`src/rtl/alu_if.sv`:
```
// Operand/result bundle for the registered ALU.
// master drives operands, slave (the ALU) returns result and flags.
interface alu_if;
    logic [31:0] a;
    logic [31:0] b;
    logic [2:0]  opcode;
    logic        mode;
    logic [63:0] outALU;
    logic        za;
    logic        zb;
    logic        eq;
    logic        gt;
    logic        lt;

    modport master (
        output a,
        output b,
        output opcode,
        output mode,
        input  outALU,
        input  za,
        input  zb,
        input  eq,
        input  gt,
        input  lt
    );

    modport slave (
        input  a,
        input  b,
        input  opcode,
        input  mode,
        output outALU,
        output za,
        output zb,
        output eq,
        output gt,
        output lt
    );
endinterface

```
`src/rtl/alu.sv`:
```
// Single-stage 32-bit ALU with 64-bit registered result.
// Mode 0 arithmetic, mode 1 logic/compare; flags track a and b.
module alu (
    input  logic clk,
    input  logic rst_n,
    alu_if.slave bus
);

    localparam logic [2:0] OP_ADD = 3'b000;
    localparam logic [2:0] OP_MUL = 3'b001;
    localparam logic [2:0] OP_SUB = 3'b010;
    localparam logic [2:0] OP_DIV = 3'b011;

    localparam logic [2:0] OP_AND = 3'b000;
    localparam logic [2:0] OP_OR  = 3'b001;
    localparam logic [2:0] OP_XOR = 3'b010;
    localparam logic [2:0] OP_NOT = 3'b011;
    localparam logic [2:0] OP_EQ  = 3'b100;
    localparam logic [2:0] OP_GT  = 3'b101;
    localparam logic [2:0] OP_LT  = 3'b110;

    logic [63:0] a_x;
    logic [63:0] b_x;
    logic [63:0] sum;
    logic [63:0] prod;
    logic [63:0] diff;
    logic [31:0] quo;
    logic [31:0] rem;
    logic        a_eq_b;
    logic        a_gt_b;
    logic        a_lt_b;
    logic [63:0] arith_res;
    logic [63:0] logic_res;
    logic [63:0] res;

    assign a_x = {32'b0, bus.a};
    assign b_x = {32'b0, bus.b};

    assign sum  = a_x + b_x;
    assign prod = a_x * b_x;
    assign diff = a_x - b_x;

    assign a_eq_b = (bus.a == bus.b);
    assign a_gt_b = (bus.a > bus.b);
    assign a_lt_b = (bus.a < bus.b);

    // Divide by zero yields all-ones quotient and passes a through.
    always_comb begin
        quo = 32'hFFFF_FFFF;
        rem = bus.a;
        if (bus.b != 32'b0) begin
            quo = bus.a / bus.b;
            rem = bus.a % bus.b;
        end
    end

    // Arithmetic result select; unused codes give zero.
    always_comb begin
        arith_res = 64'b0;
        case (bus.opcode)
            OP_ADD:  arith_res = sum;
            OP_MUL:  arith_res = prod;
            OP_SUB:  arith_res = diff;
            OP_DIV:  arith_res = {rem, quo};
            default: arith_res = 64'b0;
        endcase
    end

    // Logic/compare result select; unused code gives zero.
    always_comb begin
        logic_res = 64'b0;
        case (bus.opcode)
            OP_AND:  logic_res = {32'b0, bus.a & bus.b};
            OP_OR:   logic_res = {32'b0, bus.a | bus.b};
            OP_XOR:  logic_res = {32'b0, bus.a ^ bus.b};
            OP_NOT:  logic_res = {32'b0, ~bus.a};
            OP_EQ:   logic_res = {63'b0, a_eq_b};
            OP_GT:   logic_res = {63'b0, a_gt_b};
            OP_LT:   logic_res = {63'b0, a_lt_b};
            default: logic_res = 64'b0;
        endcase
    end

    assign res = bus.mode ? logic_res : arith_res;

    // Capture result and flags each cycle; reset clears everything.
    always_ff @(posedge clk or negedge rst_n) begin
        if (!rst_n) begin
            bus.outALU <= 64'b0;
            bus.za     <= 1'b0;
            bus.zb     <= 1'b0;
            bus.eq     <= 1'b0;
            bus.gt     <= 1'b0;
            bus.lt     <= 1'b0;
        end else begin
            bus.outALU <= res;
            bus.za     <= (bus.a == 32'b0);
            bus.zb     <= (bus.b == 32'b0);
            bus.eq     <= a_eq_b;
            bus.gt     <= a_gt_b;
            bus.lt     <= a_lt_b;
        end
    end

endmodule

```
`src/flat_wrapper.sv`:
```
// flat-port wrapper written by rule: the top's interface ports become plain ports
module alu_flat 
  (clk, rst_n, bus_a, bus_b, bus_opcode, bus_mode, bus_outALU, bus_za, bus_zb, bus_eq, bus_gt, bus_lt);
  alu_if bus_i ();
  input  logic clk;
  input  logic rst_n;
  input wire logic [$bits(bus_i.a)-1:0] bus_a;
  input wire logic [$bits(bus_i.b)-1:0] bus_b;
  input wire logic [$bits(bus_i.opcode)-1:0] bus_opcode;
  input wire logic [$bits(bus_i.mode)-1:0] bus_mode;
  output wire logic [$bits(bus_i.outALU)-1:0] bus_outALU;
  output wire logic [$bits(bus_i.za)-1:0] bus_za;
  output wire logic [$bits(bus_i.zb)-1:0] bus_zb;
  output wire logic [$bits(bus_i.eq)-1:0] bus_eq;
  output wire logic [$bits(bus_i.gt)-1:0] bus_gt;
  output wire logic [$bits(bus_i.lt)-1:0] bus_lt;
  assign bus_i.a = bus_a;
  assign bus_i.b = bus_b;
  assign bus_i.opcode = bus_opcode;
  assign bus_i.mode = bus_mode;
  assign bus_outALU = bus_i.outALU;
  assign bus_za = bus_i.za;
  assign bus_zb = bus_i.zb;
  assign bus_eq = bus_i.eq;
  assign bus_gt = bus_i.gt;
  assign bus_lt = bus_i.lt;
  alu u_core (.clk(clk), .rst_n(rst_n), .bus(bus_i));
endmodule
```
`config.mk`:
```
export PLATFORM = sky130hd
export DESIGN_NAME = alu_flat
export DESIGN_NICKNAME = d
export VERILOG_FILES = /design/src/rtl/alu_if.sv /design/src/rtl/alu.sv /design/src/flat_wrapper.sv
export SDC_FILE = /design/constraint.sdc
export NUM_CORES = 2
export LEC_CHECK = 0
export BUFFER_PORTS_ARGS = -buffer_cell sky130_fd_sc_hd__clkbuf_2
export CORE_ASPECT_RATIO = 1.2
export CORE_MARGIN = 2
export CORE_UTILIZATION = 25
export CTS_BUF_LIST = sky130_fd_sc_hd__clkbuf_16
export DETAILED_ROUTE_END_ITERATION = 12
export HOLD_SLACK_MARGIN = 0.03
export PLACE_DENSITY_LB_ADDON = 0.05
export SLEW_MARGIN = 20
export SYNTH_ARGS = -nofsm -noshare
export SYNTH_HDL_FRONTEND = slang
export SYNTH_SLANG_ARGS = --single-unit
```
`constraint.sdc`:
```
create_clock -name clk -period 0.8 [get_ports clk]
set_input_delay 0.08 -clock clk [delete_from_list [all_inputs] [get_ports clk]]
set_output_delay 0.08 -clock clk [all_outputs]
set_load 0.03 [all_outputs]
```
==> results.py <==
metrics = {
    "finish": {
        "seq_area_um2": 1730,
        "drive_gt1_share_pct": 38.6,
        "final.fill_count": 28800,
        "area_delta_synth_final_pct": 57.2,
        "final_nets": 14400,
        "utilization_pct": 39.4,
        "final_area_um2": 109000,
        "multiInputGateArea_um2": 68600,
    },
    "die": {
        "io_pins": 139,
        "rows": 212,
        "initial_core_util_pct": 25.1,
        "fp.dieH_um": 582,
        "core_um2": 277000,
        "die_w_um": 485,
        "fp.dieArea_um2": 282000,
    },
    "timing": {
        "setup_viol": 138,
        "slew_headroom_pct": 37.2,
        "fmax_mhz": 16.7,
        "period_share_pct": 7480,
        "worst_pin_slew_ns": 0.943,
        "min_period_ns": 59.85,
        "slew_viol_final": 0,
        "fin_ws_ns": -59.05,
        "final-hold-violation-count": 0,
        "rsz0062_at_grt": "true",
    },
    "routing": {
        "first_pass_iters": 6,
        "ant_nets": 0,
        "drc": 0,
        "detail_route.iter0.violations": 5336,
        "met3_length_mm": 18.2,
        "met1_length_mm": 181,
        "top_layer_used": "met5",
        "vias": 82300,
        "routed_via_density": 5.09,
        "wl_per_cell_um": 27.3,
        "drt_wl_total_mm": 441,
        "met2WireLength_mm": 216,
    },
    "setup_path": {
        "crit_type": "in2reg",
        "critPathLaunchType": "primary input",
        "arrival_ns": 60.17,
        "critPathBufInv": 76,
        "cp.required_ns": 1.12,
        "critical-path-top-delay-family": "compound AO/OA/AOI/OAI gates",
        "crit_path_max_fanout": 13,
        "slowest_stage": "or4_4",
        "max_stage_delay_ns": 0.55,
        "path_common_cell": "buf_4",
        "endpoint_kind": "flop",
    },
    "clock_network": {
        "cts.htree.levels": 3,
        "cts_made_buffers": 9,
        "tritoncts": "yes",
        "cts.sinks": 69,
        "cts_root_buf": "clkbuf_16",
        "clkTransAtPathRegs_ns": 0.08,
        "clock_path_buffers": 2,
    },
    "pwr": {
        "clkPwrFrac_pct": 1.4,
        "sw_frac_of_total_pct": 52.4,
        "power.total_w": 0.333,
        "p_seq_share_pct": 1.4,
        "p_sw_w": 0.175,
        "internal_power_w": 0.159,
        "vdd_drop_max_mv": 5.22,
        "leakage_nw": 54.4,
        "combinationalPowerShare_pct": 97.2,
        "p_per_area_nw_per_um2": 3050,
    },
    "hold_path": {
        "hold_class": "in2async",
    },
    "global_routing": {
        "antenna_found_initial": 18,
        "grt_max_degree": 36,
        "overflow": 0,
        "track_usage_pct": 30.7,
        "grt_pass1_vias": 86900,
        "grt_pass1_wl_mm": 627,
    },
    "status": {
        "status": "finished with violations",
        "violations": "negative setup slack",
    },
    "logic_synthesis": {
        "synth-async-reset-ratio_pct": 100,
        "synthTopCellsByArea": "fa_1, ha_1, nand2_1",
        "avgSynthCellArea_um2": 7.55,
        "syn_nets": 11100,
        "synth-main-ff-cell": "dfrtp_1",
        "ys_warn_count": 0,
        "synth_edf_count": 0,
        "synth_largest_area_cell": "fa_1",
        "syn_inst": 9204,
        "synth.distinct_cells": 108,
        "syn_area_um2": 69500,
        "ys_ff_latch": 69,
        "ys_seq_area_share_pct": 2.48,
        "yosysTopAreaCellShare_pct": 25.9,
    },
    "place": {
        "hpwl_mm": 359,
        "place_congestion": 0.967,
        "post-place-ws_ns": -65.27,
        "port_buffers": 138,
        "placed_cell_area_um2": 99500,
    },
    "job": {
        "max-cap-violations": 0,
    },
}
flip-flops by register name, indices dropped and copies added (netlist names):
| signal | flops |
|---|---|
| u_core.bus.outALU | 64 |
| u_core.bus.eq | 1 |
| u_core.bus.gt | 1 |
| u_core.bus.lt | 1 |
| u_core.bus.za | 1 |
| u_core.bus.zb | 1 |
Yosys cell counts, types with 19 or more instances:
library cell,number
a2111oi_0,19
a211o_1,27
a211oi_1,75
a21boi_0,34
a21o_1,192
a21oi_1,595
a221oi_1,48
a31o_2,21
a31oi_1,75
and2_1,33
and3_1,59
buf_1,110
clkbuf_1,274
dfrtp_1,69
fa_1,899
ha_1,890
inv_1,1201
mux2_2,49
mux2i_1,40
nand2_1,1302
nand2b_1,67
nand3_1,157
nand4_1,59
nor2_1,867
nor2b_1,57
nor3_1,182
nor3b_1,19
nor4_1,38
o2111ai_1,22
o211a_1,20
o211ai_1,76
o21a_1,142
o21ai_0,428
o21bai_1,59
o22ai_1,47
o31a_1,19
o31ai_1,50
or2_2,45
or3_1,60
xnor2_1,264
xor2_1,170
metal layers:
metal / vias to the layer above / GRT usage [%]
met2: 2208 / 54.6
met3: 722 / 2.72
met5: - / 0
li1: 37700 / -
met4: 8 / 13.6
met1: 41600 / 37.5
stage by stage:
step | cells | setup TNS (ns) | hold slack (ns)
detailed placement | 15700 | -3036.88 | -0.0552
CTS | 16100 | -2761.27 | 0.0354
global route | 16200 | -2903.68 | 0.0433
floorplan | 9204 | -2638.16 | -0.216
global placement | 15700 | -3012.98 | -0.0541
finish | 16200 | -2780.56 | 0.0590
kinds of logic after synthesis:
logic type	count (synthesis)	synth area share [%]
flops	69	2.48
compound gates	2178	20.6
fa+ha+maj	1789	41.9
simple gates	3012	19.0
mux	99	1.69
buf+inv	1623	8.82
xor+xnor	434	5.47
worst paths after layout:
| check | slack [ns] | depth (start not counted) | from | end |
|---|---|---|---|---|
| worst max-delay path | -59.05 | 323 | bus_b[17] | u_core.bus.outALU[58]$_DFF_PN0_ |
| worst min-delay path | 0.06 | 2 | rst_n | u_core.bus.outALU[39]$_DFF_PN0_ |
| max in group asynchronous | 0.23 | 3 | rst_n | u_core.bus.outALU[8]$_DFF_PN0_ |
| min in group clk | 0.25 | 6 | bus_a[19] | u_core.bus.za$_DFF_PN0_ |
cell type report:
class,count,area share [%]
antenna,11,0.0252
clock buffer,9,0.206
clock inverter,7,0.0607
inverter,1219,4.19
multi-input combinational,7512,62.7
sequential,69,1.58
tap,3638,4.16
timing repair buffer,3694,27.0
power groups by stage:
stage | registers, W | logic, W | clock network, W
floorplan | 0.00600 | 0.183 | 0
global placement | 0.00459 | 0.313 | 0
detailed placement | 0.00457 | 0.314 | 0
CTS | 0.00451 | 0.321 | 0.00481
global route | 0.00448 | 0.341 | 0.00483
finish | 0.00451 | 0.324 | 0.00466
what timing repair did:
| item | CTS | global route |
|---|---|---|
| gates resized for setup | 867 | 402 |
| buffers inserted | 322 | 93 |
| endpoints found under the setup margin | 138 | 138 |
| hold buffers | 1 | 0 |
| pin swaps | 415 | 316 |
| hold endpoints to repair | 69 | 0 |
| cloned | 4 | 1 |
cell usage in the layout, fill, tap and decap left out, types with 76 or more instances in the layout:
cell type / count
inv_1: 1172
clkbuf_2: 109
buf_12: 100
a21oi_1: 434
ha_4: 111
buf_6: 141
buf_4: 3308
o21ai_0: 287
o21a_1: 133
xor2_1: 166
o211ai_1: 76
fa_1: 898
a21oi_2: 121
a21o_1: 185
ha_1: 765
nor3_1: 144
nor2_1: 798
nand3_1: 119
nand2_1: 1249
xnor2_1: 257
Power figures use the tool's default switching activity.
